--- config.mk ---
export PLATFORM = sky130hd
export DESIGN_NAME = lpc_record_framer
export DESIGN_NICKNAME = d
export VERILOG_FILES = /design/src/rtl/lpc_record_framer.sv
export SDC_FILE = /design/constraint.sdc
export NUM_CORES = 1
export LEC_CHECK = 0
export CAP_MARGIN = 30
export CORE_MARGIN = 1.5
export CORE_UTILIZATION = 50
export CTS_CLUSTER_SIZE = 16
export DETAILED_ROUTE_END_ITERATION = 6
export GPL_TIMING_DRIVEN = 0
export MAX_ROUTING_LAYER = met4
export PLACE_DENSITY = 0.69
export SYNTH_ARGS = -nofsm -noshare
export SYNTH_HDL_FRONTEND = slang
export SYNTH_SLANG_ARGS = --single-unit
--- constraint.sdc ---
create_clock -name lpc_clock -period 10 [get_ports lpc_clock]
set_clock_uncertainty 0.2 [all_clocks]
set_input_delay 1.5 -clock lpc_clock [delete_from_list [all_inputs] [get_ports lpc_clock]]
set_output_delay 1.5 -clock lpc_clock [all_outputs]
set_load 0.01 [all_outputs]
--- src/rtl/lpc_record_framer.sv ---
// lpc_record_framer: snapshots completed LPC cycles into records, buffers
// them in a small FIFO and streams each record as bytes over valid/ready.
// Optional macro LPC_RECORD_FRAMER_CHECKSUM_EN appends an XOR checksum byte.
//
// state   | meaning
// --------+-----------------------------------------------------------
// ST_IDLE | no record in flight; out_valid low, waiting for FIFO data
// ST_SEND | presenting byte idx of the shadow record; out_valid high
module lpc_record_framer #(
   parameter int FIFO_DEPTH = 8,
   parameter int ADDR_BYTES = 2
) (
   input  logic        lpc_clock,
   input  logic        lpc_reset,
   input  logic [3:0]  in_cyctype_dir,
   input  logic [31:0] in_addr,
   input  logic [7:0]  in_data,
   input  logic        in_sync_timeout,
   input  logic        in_clock_enable,
   output logic [7:0]  out_byte,
   output logic        out_valid,
   input  logic        out_ready,
   output logic        overflow,
   output logic [7:0]  drop_count
);

   localparam int PW      = $clog2(FIFO_DEPTH);
   localparam int AW_BITS = 8 * ADDR_BYTES;
`ifdef LPC_RECORD_FRAMER_CHECKSUM_EN
   localparam int REC_LEN = ADDR_BYTES + 3;
`else
   localparam int REC_LEN = ADDR_BYTES + 2;
`endif
   localparam int IDX_W = $clog2(REC_LEN);
   localparam logic [IDX_W-1:0] LAST_IDX = IDX_W'(REC_LEN - 1);

   typedef struct packed {
      logic [3:0]         cyctype_dir;
      logic [AW_BITS-1:0] addr;
      logic [7:0]         data;
      logic               sync_timeout;
      logic               lost;
   } rec_t;

   typedef enum logic {ST_IDLE, ST_SEND} state_t;

   function automatic logic [7:0] head_byte(input rec_t r);
      return {r.cyctype_dir, 2'b00, r.lost, r.sync_timeout};
   endfunction

   state_t                  state_q, state_d;
   logic [IDX_W-1:0]        idx_q, idx_d;
   rec_t                    shadow_q, shadow_d;
   logic [7:0]              out_byte_q, out_byte_d;
   logic                    out_valid_q, out_valid_d;
   logic                    prev_ce_q, prev_ce_d;
   logic                    lost_q, lost_d;
   logic                    overflow_q, overflow_d;
   logic [7:0]              drop_count_q, drop_count_d;
   logic [PW:0]             wr_ptr_q, wr_ptr_d;
   logic [PW:0]             rd_ptr_q, rd_ptr_d;
   rec_t                    fifo_mem_q [FIFO_DEPTH];

   logic                    fifo_full, fifo_empty;
   logic                    strobe, pop, wr_ok, drop;
   rec_t                    fifo_head, wr_rec;
   logic [IDX_W-1:0]        idx_inc;
   logic [REC_LEN-1:0][7:0] frame_bytes;

   assign fifo_empty = (wr_ptr_q == rd_ptr_q);
   assign fifo_full  = (wr_ptr_q[PW] != rd_ptr_q[PW]) &&
                       (wr_ptr_q[PW-1:0] == rd_ptr_q[PW-1:0]);
   assign fifo_head  = fifo_mem_q[rd_ptr_q[PW-1:0]];
   assign idx_inc    = idx_q + IDX_W'(1);

   // Byte view of the record currently held in the shadow register
   always_comb begin
      frame_bytes    = '0;
      frame_bytes[0] = head_byte(shadow_q);
      for (int i = 0; i < ADDR_BYTES; i++)
         frame_bytes[1 + i] = shadow_q.addr[8 * (ADDR_BYTES - 1 - i) +: 8];
      frame_bytes[ADDR_BYTES + 1] = shadow_q.data;
`ifdef LPC_RECORD_FRAMER_CHECKSUM_EN
      frame_bytes[ADDR_BYTES + 2] = 8'h00;
      for (int i = 0; i < ADDR_BYTES + 2; i++)
         frame_bytes[ADDR_BYTES + 2] = frame_bytes[ADDR_BYTES + 2] ^ frame_bytes[i];
`endif
   end

   // Serializer next-state: pops the FIFO and walks the shadow record byte by byte
   always_comb begin
      state_d     = state_q;
      idx_d       = idx_q;
      shadow_d    = shadow_q;
      out_byte_d  = out_byte_q;
      out_valid_d = out_valid_q;
      pop         = 1'b0;
      case (state_q)
         ST_IDLE: begin
            if (!fifo_empty) begin
               pop         = 1'b1;
               shadow_d    = fifo_head;
               out_byte_d  = head_byte(fifo_head);
               out_valid_d = 1'b1;
               idx_d       = '0;
               state_d     = ST_SEND;
            end
         end
         ST_SEND: begin
            if (out_ready) begin
               if (idx_q != LAST_IDX) begin
                  idx_d      = idx_inc;
                  out_byte_d = frame_bytes[idx_inc];
               end else if (!fifo_empty) begin
                  // back-to-back: next record's header follows with no bubble
                  pop        = 1'b1;
                  shadow_d   = fifo_head;
                  out_byte_d = head_byte(fifo_head);
                  idx_d      = '0;
               end else begin
                  out_valid_d = 1'b0;
                  state_d     = ST_IDLE;
               end
            end
         end
         default: state_d = ST_IDLE;
      endcase
   end

   // Capture side: edge detect, FIFO write/drop decision and drop bookkeeping
   always_comb begin
      prev_ce_d    = in_clock_enable;
      strobe       = in_clock_enable && !prev_ce_q;
      // a full FIFO still accepts the write when the serializer pops this edge
      wr_ok        = strobe && (!fifo_full || pop);
      drop         = strobe && fifo_full && !pop;
      wr_rec       = '{cyctype_dir:  in_cyctype_dir,
                       addr:         in_addr[AW_BITS-1:0],
                       data:         in_data,
                       sync_timeout: in_sync_timeout,
                       lost:         lost_q};
      wr_ptr_d     = wr_ptr_q + {{PW{1'b0}}, wr_ok};
      rd_ptr_d     = rd_ptr_q + {{PW{1'b0}}, pop};
      overflow_d   = overflow_q || drop;
      drop_count_d = drop_count_q;
      if (drop && (drop_count_q != 8'hFF))
         drop_count_d = drop_count_q + 8'd1;
      lost_d = lost_q;
      if (drop)
         lost_d = 1'b1;
      else if (wr_ok)
         lost_d = 1'b0;
   end

   // State registers with asynchronous active-low reset
   always_ff @(posedge lpc_clock or negedge lpc_reset) begin
      if (!lpc_reset) begin
         state_q      <= ST_IDLE;
         idx_q        <= '0;
         shadow_q     <= '0;
         out_byte_q   <= 8'h00;
         out_valid_q  <= 1'b0;
         prev_ce_q    <= 1'b1;
         lost_q       <= 1'b0;
         overflow_q   <= 1'b0;
         drop_count_q <= 8'h00;
         wr_ptr_q     <= '0;
         rd_ptr_q     <= '0;
      end else begin
         state_q      <= state_d;
         idx_q        <= idx_d;
         shadow_q     <= shadow_d;
         out_byte_q   <= out_byte_d;
         out_valid_q  <= out_valid_d;
         prev_ce_q    <= prev_ce_d;
         lost_q       <= lost_d;
         overflow_q   <= overflow_d;
         drop_count_q <= drop_count_d;
         wr_ptr_q     <= wr_ptr_d;
         rd_ptr_q     <= rd_ptr_d;
      end
   end

   // Record storage; contents are don't-care until written, so no reset
   always_ff @(posedge lpc_clock) begin
      if (wr_ok)
         fifo_mem_q[wr_ptr_q[PW-1:0]] <= wr_rec;
   end

   assign out_byte   = out_byte_q;
   assign out_valid  = out_valid_q;
   assign overflow   = overflow_q;
   assign drop_count = drop_count_q;

endmodule

; Word level (Yosys, flattened, before mapping)
; Memories as Yosys holds them, arrays and structs flattened.
; Index checks and enable logic that the tools add are counted.
[totals]
ramBits = 240
ff_bits = 61
n_memories = 1
inputBits = 49
output_inout_bits = 18
elab_cells = 75
[op_classes]
muxes = 30
eq_ne = 9
n_bitwise = 1
add_sub_neg = 4
n_reduce_logical = 14
magnitude_cmp = 1
[mem_list]
columns = memory, words, word_bits, rd, rd_ports_with_merged_regs, wr, line
row1 = fifo_mem_q, 8, 30, 1, 0, 1, 62  ; rec_t fifo_mem_q [FIFO_DEPTH];
[ops]
columns = operator, count
row1 = 30-bit 2-to-1 mux, 3
row2 = 30-bit case mux with 2 select lines, 1
row3 = 8-bit 2-to-1 mux, 4
row4 = 8-bit binary-select mux with 2-bit select, 1
row5 = 8-bit case mux with 2 select lines, 1
row6 = 1-bit 2-to-1 mux, 13
row7 = 4-bit by 1-bit adder with 4-bit output, 2
row8 = "8-bit by 1-bit adder with 8-bit output, second input constant", 1
row9 = "2-bit != test, second input constant", 4
row10 = "8-bit != test, second input constant", 1
row11 = 1-bit logical AND, 6
row12 = 2-bit 2-to-1 mux, 3
row13 = 1-bit case mux with 2 select lines, 3
row14 = 4-bit == test, 1
row15 = 2-bit case mux with 2 select lines, 1
row16 = 4-bit AND reduction, 1
row17 = 3-bit == test, 1
row18 = 1-bit logical NOT, 3
row19 = "2-bit by 3-bit < comparator with 1-bit output, second input constant", 1
row20 = "2-bit by 1-bit adder with 2-bit output, second input constant", 1
row21 = 1-bit logical OR, 2
row22 = "2-bit by 1-bit != test with 1-bit output, second input constant", 1
row23 = 2-bit AND reduction, 1
row24 = 2-bit nonzero test, 1
row25 = other kinds (2), 2

; Logic depth before layout (Yosys ltp)
; Gate-level depths: netlist of the first run.
[depth]
depth_word = 9
depth_mapped = 9
mapped_depth_nobuf = 9

; Worst setup path after synthesis of the first run
; Ideal clock, no wire load.
[synth_path]
path_kind = input to register
from = in out_ready
to = mem fifo_mem_q[0][0] (netlist name), enable pin
cell_stages = 5
n_path_buf = 0
setup_ps = 493
t_required_ps = 9307
setup_slack_ps = 4546
arrival_time_ps = 4762
path_cell_list = a21bo_2 nor2_1 nand2_1 nand2_1 nor4_1
[synth_between]
elab_chain_len = 6
[synth_lines]
columns = item, line
row1 = from (decl), 22  ; input logic out_ready,
row2 = 1-bit 2-to-1 mux, 110  ; if (out_ready) begin
row3 = 1-bit case mux with 2 select lines, 98  ; case (state_q)
row4 = 1-bit logical OR, 135  ; wr_ok = strobe && (!fifo_full || pop);
row5 = 1-bit logical AND, 135
row6 = 1-bit 2-to-1 mux, 186  ; if (wr_ok)
row7 = 1-bit 2-to-1 mux (not written as such), 187  ; fifo_mem_q[wr_ptr_q[PW-1:0]] <= wr_rec;
row8 = to (decl), 62
; Every way passes these cells.

; Worst setup path in the final report of the first run
[layout_path]
from = in out_ready
to = mem fifo_mem_q[1][15] (netlist name), enable pin
; The elaborated chain is that of the path after synthesis.

==> results_dict.tcl, run 1 <==
set metrics [dict create \
    gp_congestion 0.820 \
    maxSlewHeadroom_pct 36.3 \
    synth_top_cell_area_share_pct 61.7 \
    power_density_mw_per_mm2 284 \
    antenna_left 0 \
    maxSlewViolCount 0 \
    cts_hold_repair.buffers 0 \
    synth-seq-area-share_pct 74.8 \
    critical_path.startpoint "out_ready" \
    synthArstFlopShare_pct 20.3 \
    synthesis.nets 647 \
    cts_made_buffers 30 \
    worst_setup_hold_path_clk_slew_ns 0.06 \
    final_nets 752 \
    htreeDepth 1 \
    vias_in_the_first_global_route 6132 \
    die_area_mm2 0.0243 \
    crit_path_max_fanout 9 \
    crit_path_cell_trace "clkdlybuf4s50_1, a21bo_2, nor2_1, nand2_1, nand2_1, inv_1, nand2_1, nor3_2, buf_4, buf_6" \
    cts_num_sinks 301 \
    crit-reg2reg-launch "wr_ptr_q[2]" \
    power.leakage_nw 4.87 \
    setup_slack_ns 5.80 \
    timing.max_cap.violations 0 \
    timing.final.setup_violations 0 \
    min-delay-path-class "reg2reg" \
    timing.critical_path.from_type "input pin" \
    cp_data_required_time_ns 10.05 \
    synthCells 592 \
    max_freq_mhz 238 \
    grt_pass1_wl_um 36100 \
    fin_tns_setup_ns 0 \
    run_status "finished, final reports clean" \
    worst_slew_pin_slew_ns 0.956 \
    floorplan.die.width_um 156 \
    skew_pair_late_insertion_delay_ns 0.54 \
    grt_start_max_net_pins 37 \
    unrepaired_setup_endpoints_after_global_routing "no" \
    ys_types 37 \
    hold_path_startpoint "overflow" \
    initial_core_util_pct 51.3 \
    synth_largest_area_cell "sky130_fd_sc_hd__edfxtp_1" \
    critPathArrivalTime_ns 4.25 \
    critical_path.max_stage_delay_ns 0.74 \
    synth_enable_flop_cells 240 \
    post-dp-hpwl_um 15600 \
    area_delta_synth_final_pct 19.7 \
    route.detailed.wl_per_inst_um 22.6 \
    post_cts_buffers 0 \
    post_cts_resize_count 0 \
    first_iter_violations 425 \
    core_mm2 0.0228 \
    die_height_um 156 \
    critical_path.endpoint_type "flip-flop" \
    critical_path_s_slowest_cell "sky130_fd_sc_hd__nor3_2" \
    max-clock-path-buffers 3 \
    layout_min_cycle_time_ns 4.20 \
    detailedRoute.firstPassIterationCount 5 \
    placement.io_buffers 50 \
    filler_cell_count 1589 \
    detail_route.wirelength_um 23400 \
    ctsRootBufferMaster "sky130_fd_sc_hd__clkbuf_16" \
    post-place-ws_ns 5.22 \
    cts_tree "built" \
    ir_worst_vdd_v 0.000186 \
    synthFlopType "sky130_fd_sc_hd__edfxtp_1" \
    core.rowCount 55 \
    synthesis.yosys.warnings 0 \
    globalRouteTotalUtil_pct 20.8 \
    finalHoldViolCount 0 \
    fin_crit_sh_pct 42.0 \
    ys_top_cells_by_area "sky130_fd_sc_hd__edfxtp_1 (62%), sky130_fd_sc_hd__dfrtp_1 (13%), sky130_fd_sc_hd__mux4_2 (13%), sky130_fd_sc_hd__mux2i_1 (2.5%), sky130_fd_sc_hd__nor2_1 (1.4%)" \
    synth.ff_latch_count 301 \
    num_antenna_cells 0 \
    detail_route.drc_violations 0 \
    floorplan.io_pins 67 \
    grt_overflow_total 0 \
    synthesized_cell_area_mm2 0.0117 \
    synth.avg_cell_area_um2 19.7 \
    criticalPathCategory "in2reg" \
    critical-path-top-cell-by-count "sky130_fd_sc_hd__nand2_1" \
    vias_per_cell 5.61 \
    grt_antenna_before_repair 0 \
    detailroute.via_count 5797 \
    layout-drive-gt1-share_pct 24.5 \
]
==> worst paths after layout <==
path / slack [ns] / end / cells past startpoint
worst max-delay path: 5.80 / fifo_mem_q[1][15] / 10
worst min-delay path: 0.29 / overflow / 1
worst max register to register: 6.55 / fifo_mem_q[1][15] / 10
worst min register to register: 0.29 / overflow / 1
max in group asynchronous: 8.17 / prev_ce_q / 2
min in group asynchronous: 0.77 / lost_q / 1
==> cell usage in the layout, fill, tap and decap left out, types with 4 or more instances in the layout <==
cell | netlist | final
sky130_fd_sc_hd__a21oi_1 | 27 | 27
sky130_fd_sc_hd__buf_1 | 7 | 7
sky130_fd_sc_hd__buf_2 | 9 | 10
sky130_fd_sc_hd__buf_4 | 0 | 5
sky130_fd_sc_hd__buf_6 | 8 | 22
sky130_fd_sc_hd__bufinv_16 | 0 | 7
sky130_fd_sc_hd__clkbuf_1 | 4 | 12
sky130_fd_sc_hd__clkbuf_16 | 0 | 31
sky130_fd_sc_hd__clkdlybuf4s50_1 | 0 | 49
sky130_fd_sc_hd__dfrtp_1 | 60 | 60
sky130_fd_sc_hd__edfxtp_1 | 240 | 240
sky130_fd_sc_hd__ha_1 | 6 | 6
sky130_fd_sc_hd__inv_1 | 8 | 8
sky130_fd_sc_hd__mux2_2 | 4 | 4
sky130_fd_sc_hd__mux2i_1 | 29 | 29
sky130_fd_sc_hd__mux4_2 | 66 | 66
sky130_fd_sc_hd__nand2_1 | 15 | 15
sky130_fd_sc_hd__nand2b_1 | 4 | 4
sky130_fd_sc_hd__nand3_1 | 10 | 10
sky130_fd_sc_hd__nor2_1 | 44 | 41
sky130_fd_sc_hd__nor3_2 | 0 | 4
sky130_fd_sc_hd__xnor2_1 | 6 | 6
sky130_fd_sc_hd__xor2_1 | 10 | 10
==> worst max-delay path: cells and delay by family <==
kind                   cells  cell delay, ns
AO/OA/AOI/OAI              1            0.19
buffers and inverters      4            1.24
AND/OR/NAND/NOR            5            1.30
==> synth_stat cells, types with 8 or more instances <==
library cell,n
sky130_fd_sc_hd__edfxtp_1,240
sky130_fd_sc_hd__mux4_2,66
sky130_fd_sc_hd__dfrtp_1,60
sky130_fd_sc_hd__nor2_1,44
sky130_fd_sc_hd__mux2i_1,29
sky130_fd_sc_hd__a21oi_1,27
sky130_fd_sc_hd__nand2_1,15
sky130_fd_sc_hd__nand3_1,10
sky130_fd_sc_hd__xor2_1,10
sky130_fd_sc_hd__buf_2,9
sky130_fd_sc_hd__buf_6,8
sky130_fd_sc_hd__inv_1,8
==> layout make-up <==
cell class	count	area, um2	share of cell area, %
sequential	301	8730	62.5
inverter	8	30.0	0.215
clock inverter	15	251	1.80
clock buffer	41	833	5.96
multi-input combinational	255	2790	19.9
tap	313	392	2.80
timing repair buffer	73	778	5.57
buffer	28	176	1.26
==> through the flow <==
stage / util, % / instances / hold slack [ns] / power [mW] / area, um2
2_1_floorplan: - / 592 / 0.230 / 2.41 / 11700
3_3_place_gp: 55.2 / 955 / 0.245 / 2.73 / 12600
3_5_place_dp: 56.6 / 978 / 0.272 / 2.80 / 12900
4_1_cts: 61.4 / 1034 / 0.283 / 4.01 / 14000
5_1_grt: 61.4 / 1034 / 0.298 / 4.15 / 14000
6_report: 61.4 / 1034 / 0.286 / 3.97 / 14000
==> sequential cells by signal, summed over array words and instances (netlist names) <==
name / count
fifo_mem_q: 240
idx_q: 2
wr_ptr_q: 4
out_byte: 8
drop_count: 8
prev_ce_q: 1
overflow: 1
lost_q: 1
frame_bytes: 30
state_q: 1
out_valid: 1
rd_ptr_q: 4
==> layer usage <==
| metal | GRT usage, % | routed length (um) | vias to the layer above |
|---|---|---|---|
| li1 | - | - | 2564 |
| met1 | 27.4 | 9740 | 3028 |
| met2 | 34.1 | 11800 | 162 |
| met3 | 2.58 | 1110 | 43 |
| met4 | 6.67 | 697 | 0 |
| met5 | - | 0 | - |
==> power breakdown <==
group	leakage, nW	internal [mW]	total [mW]	switching (mW)
combinational	1.46	0.534	1.12	0.589
clock	0.522	0.761	1.21	0.447
sequential	2.89	1.54	1.64	0.100
==> cell families after synthesis <==
family	after synthesis	synth area share, %
fa+ha+maj	6	0.643
compound gates	40	2.21
simple gates	94	3.79
xor+xnor	16	1.20
mux	99	15.6
flops	301	74.8
buf+inv	36	1.77
No activity file was read; power rests on OpenSTA's default activity.
==> run 2, diff against run 1 <==
--- a/config.mk
+++ b/config.mk
@@ -12,7 +12,7 @@
 export DETAILED_ROUTE_END_ITERATION = 6
 export GPL_TIMING_DRIVEN = 0
 export MAX_ROUTING_LAYER = met4
-export PLACE_DENSITY = 0.69
+export PLACE_DENSITY = 0.71
 export SYNTH_ARGS = -nofsm -noshare
 export SYNTH_HDL_FRONTEND = slang
 export SYNTH_SLANG_ARGS = --single-unit
==> constraint.sdc (replaced) <==
create_clock -name lpc_clock -period 3.5 [get_ports lpc_clock]
set_clock_uncertainty 0.2 [all_clocks]
set_input_delay 0.525 -clock lpc_clock [delete_from_list [all_inputs] [get_ports lpc_clock]]
set_output_delay 0.525 -clock lpc_clock [all_outputs]
set_load 0.01 [all_outputs]
==> results_dict.tcl, run 2 (synthesis gave the netlist of run 1 again) <==
set metrics [dict create \
    run_status "finished, final reports clean" \
    grt_overflow_total 0 \
    crit-reg2reg-launch "wr_ptr_q[2]" \
    floorplan.io_pins 67 \
    final_nets 750 \
    detailroute.via_count 5837 \
    worst-r2r-cell-count 9 \
    cp_data_required_time_ns 3.54 \
    max_freq_mhz 318 \
    num_antenna_cells 0 \
    vias_per_cell 5.66 \
    power.leakage_nw 4.81 \
    core_mm2 0.0228 \
    worstHoldPathCells 1 \
    ctsRootBufferMaster "sky130_fd_sc_hd__clkbuf_16" \
    post_cts_resize_count 0 \
    worst_slew_pin_slew_ns 0.910 \
    max-clock-path-buffers 3 \
    min_delay_worst_endpoint "prev_ce_q" \
    post-dp-hpwl_um 15200 \
    cts_made_buffers 30 \
    setup.reg_to_reg.worst_slack_ns 0.35 \
    timing.max_cap.violations 0 \
    power_mw 11.0 \
    grt_start_max_net_pins 42 \
    globalRouteTotalUtil_pct 20.7 \
    commonest_non_fill_non_tap_cell_in_the_layout "sky130_fd_sc_hd__edfxtp_1" \
    htreeDepth 1 \
    finalHoldViolCount 0 \
    fin_tns_setup_ns 0 \
    floorplan.die.width_um 156 \
    grt_antenna_before_repair 0 \
    place_inst 975 \
    hold_path_startpoint "in_clock_enable" \
    gp_congestion 0.860 \
    layout_common_cells "sky130_fd_sc_hd__edfxtp_1 (240), sky130_fd_sc_hd__mux4_2 (66), sky130_fd_sc_hd__dfrtp_1 (60), sky130_fd_sc_hd__clkdlybuf4s50_1 (49), sky130_fd_sc_hd__nor2_1 (41)" \
    core.rowCount 55 \
    fin_crit_sh_pct 89.9 \
    cts_tree "built" \
    detail_route.wirelength_um 23200 \
    timing.critical_path.from_type "flip-flop" \
    maxSlewHeadroom_pct 38.9 \
    vias_in_the_first_global_route 6126 \
    grt_pass1_wl_um 35900 \
    route.detailed.wl_per_inst_um 22.5 \
    power_density_mw_per_mm2 790 \
    layout_min_cycle_time_ns 3.15 \
    area_delta_synth_final_pct 19.0 \
    skew_pair_late_insertion_delay_ns 0.55 \
    min-delay-path-class "in2reg" \
    antenna_left 0 \
    post-route-util_pct 61.0 \
    die_height_um 156 \
    final-instance-count-excl-fill 1031 \
    unrepaired_setup_endpoints_after_global_routing "no" \
    critPathArrivalTime_ns 3.19 \
    critical_path.reg2reg.endpoint "fifo_mem_q[3][16]" \
    layout-drive-gt1-share_pct 24.2 \
    timing.final.setup_violations 0 \
    critical_path.endpoint_type "flip-flop" \
    detailedRoute.firstPassIterationCount 5 \
    ir_worst_vdd_v 0.000374 \
    die_area_mm2 0.0243 \
    crit_path_max_fanout 17 \
    maxSlewViolCount 0 \
    first_iter_violations 574 \
    cts_num_sinks 301 \
    criticalPathCategory "reg2reg" \
    critical_path.startpoint "wr_ptr_q[2]" \
    placement.io_buffers 50 \
    detail_route.drc_violations 0 \
    initial_core_util_pct 51.3 \
    largest_register_ff_count 240 \
    worst_setup_hold_path_clk_slew_ns 0.06 \
]
[run 2: changes by cell type in the layout (fill, tap and decap cells not counted), sizes merged]
cell         change
clkinv           +3
buf              -3
dlygate4sd3      +1
clkinvlp         +2
bufinv           -6
[run 2: power by group]
part | internal [mW] | total (mW) | switching, mW
combinational | 1.53 | 3.22 | 1.69
clock | 1.77 | 3.04 | 1.27
sequential | 4.41 | 4.71 | 0.298
[run 2: how the worst max path moves through the flow]
stage / to / slack (ns) / cells past startpoint
2_1_floorplan: fifo_mem_q[2][0] / -0.35 / 6
3_3_place_gp: fifo_mem_q[6][25] / -3.10 / 6
3_5_place_dp: fifo_mem_q[3][18] / 0.09 / 9
4_1_cts: fifo_mem_q[3][16] / 0.33 / 9
5_1_grt: fifo_mem_q[3][16] / 0.13 / 9
6_report: fifo_mem_q[3][16] / 0.35 / 9
[run 2: timing repair]
action	4_1_cts	5_1_grt
endpoints found under the hold margin	20	0
setup buffers	0	0
hold buffers	1	0
[run 2: worst max-delay path, cell delays in order, from the launching register on]
cell,delay (ns)
sky130_fd_sc_hd__dfrtp_1,0.31
sky130_fd_sc_hd__clkbuf_1,0.44
sky130_fd_sc_hd__xor2_1,0.24
sky130_fd_sc_hd__nor3_1,0.11
sky130_fd_sc_hd__nand2_1,0.10
sky130_fd_sc_hd__nand2_1,0.19
sky130_fd_sc_hd__inv_1,0.17
sky130_fd_sc_hd__nand2_1,0.25
sky130_fd_sc_hd__nor2_4,0.58
sky130_fd_sc_hd__buf_16,0.24
[run 2: cell type report]
type | count | area, um2
fill | 1553 | 8880
sequential | 301 | 8730
multi-input combinational | 255 | 2800
clock buffer | 41 | 853
timing repair buffer | 71 | 802
tap | 313 | 392
buffer | 28 | 176
clock inverter | 14 | 104
inverter | 8 | 30.0
[run 2: metrics by stage]
stage	instance area (um2)	hold WS [ns]	worst slack, ns
3_5_place_dp	12900	0.266	0.0949
2_1_floorplan	11700	0.0294	-0.352
4_1_cts	13900	0.233	0.326
6_report	13900	0.251	0.354
5_1_grt	13900	0.248	0.133
3_3_place_gp	12600	0.244	-3.10
[run 2: routing by layer]
| metal | global-route usage, % | up-vias | part of all wire [%] |
|---|---|---|---|
| li1 | - | 2547 | - |
| met1 | 27.3 | 3022 | 41 |
| met2 | 33.7 | 225 | 50 |
| met3 | 2.78 | 43 | 5.6 |
| met4 | 6.71 | 0 | 2.9 |
| met5 | - | - | 0 |
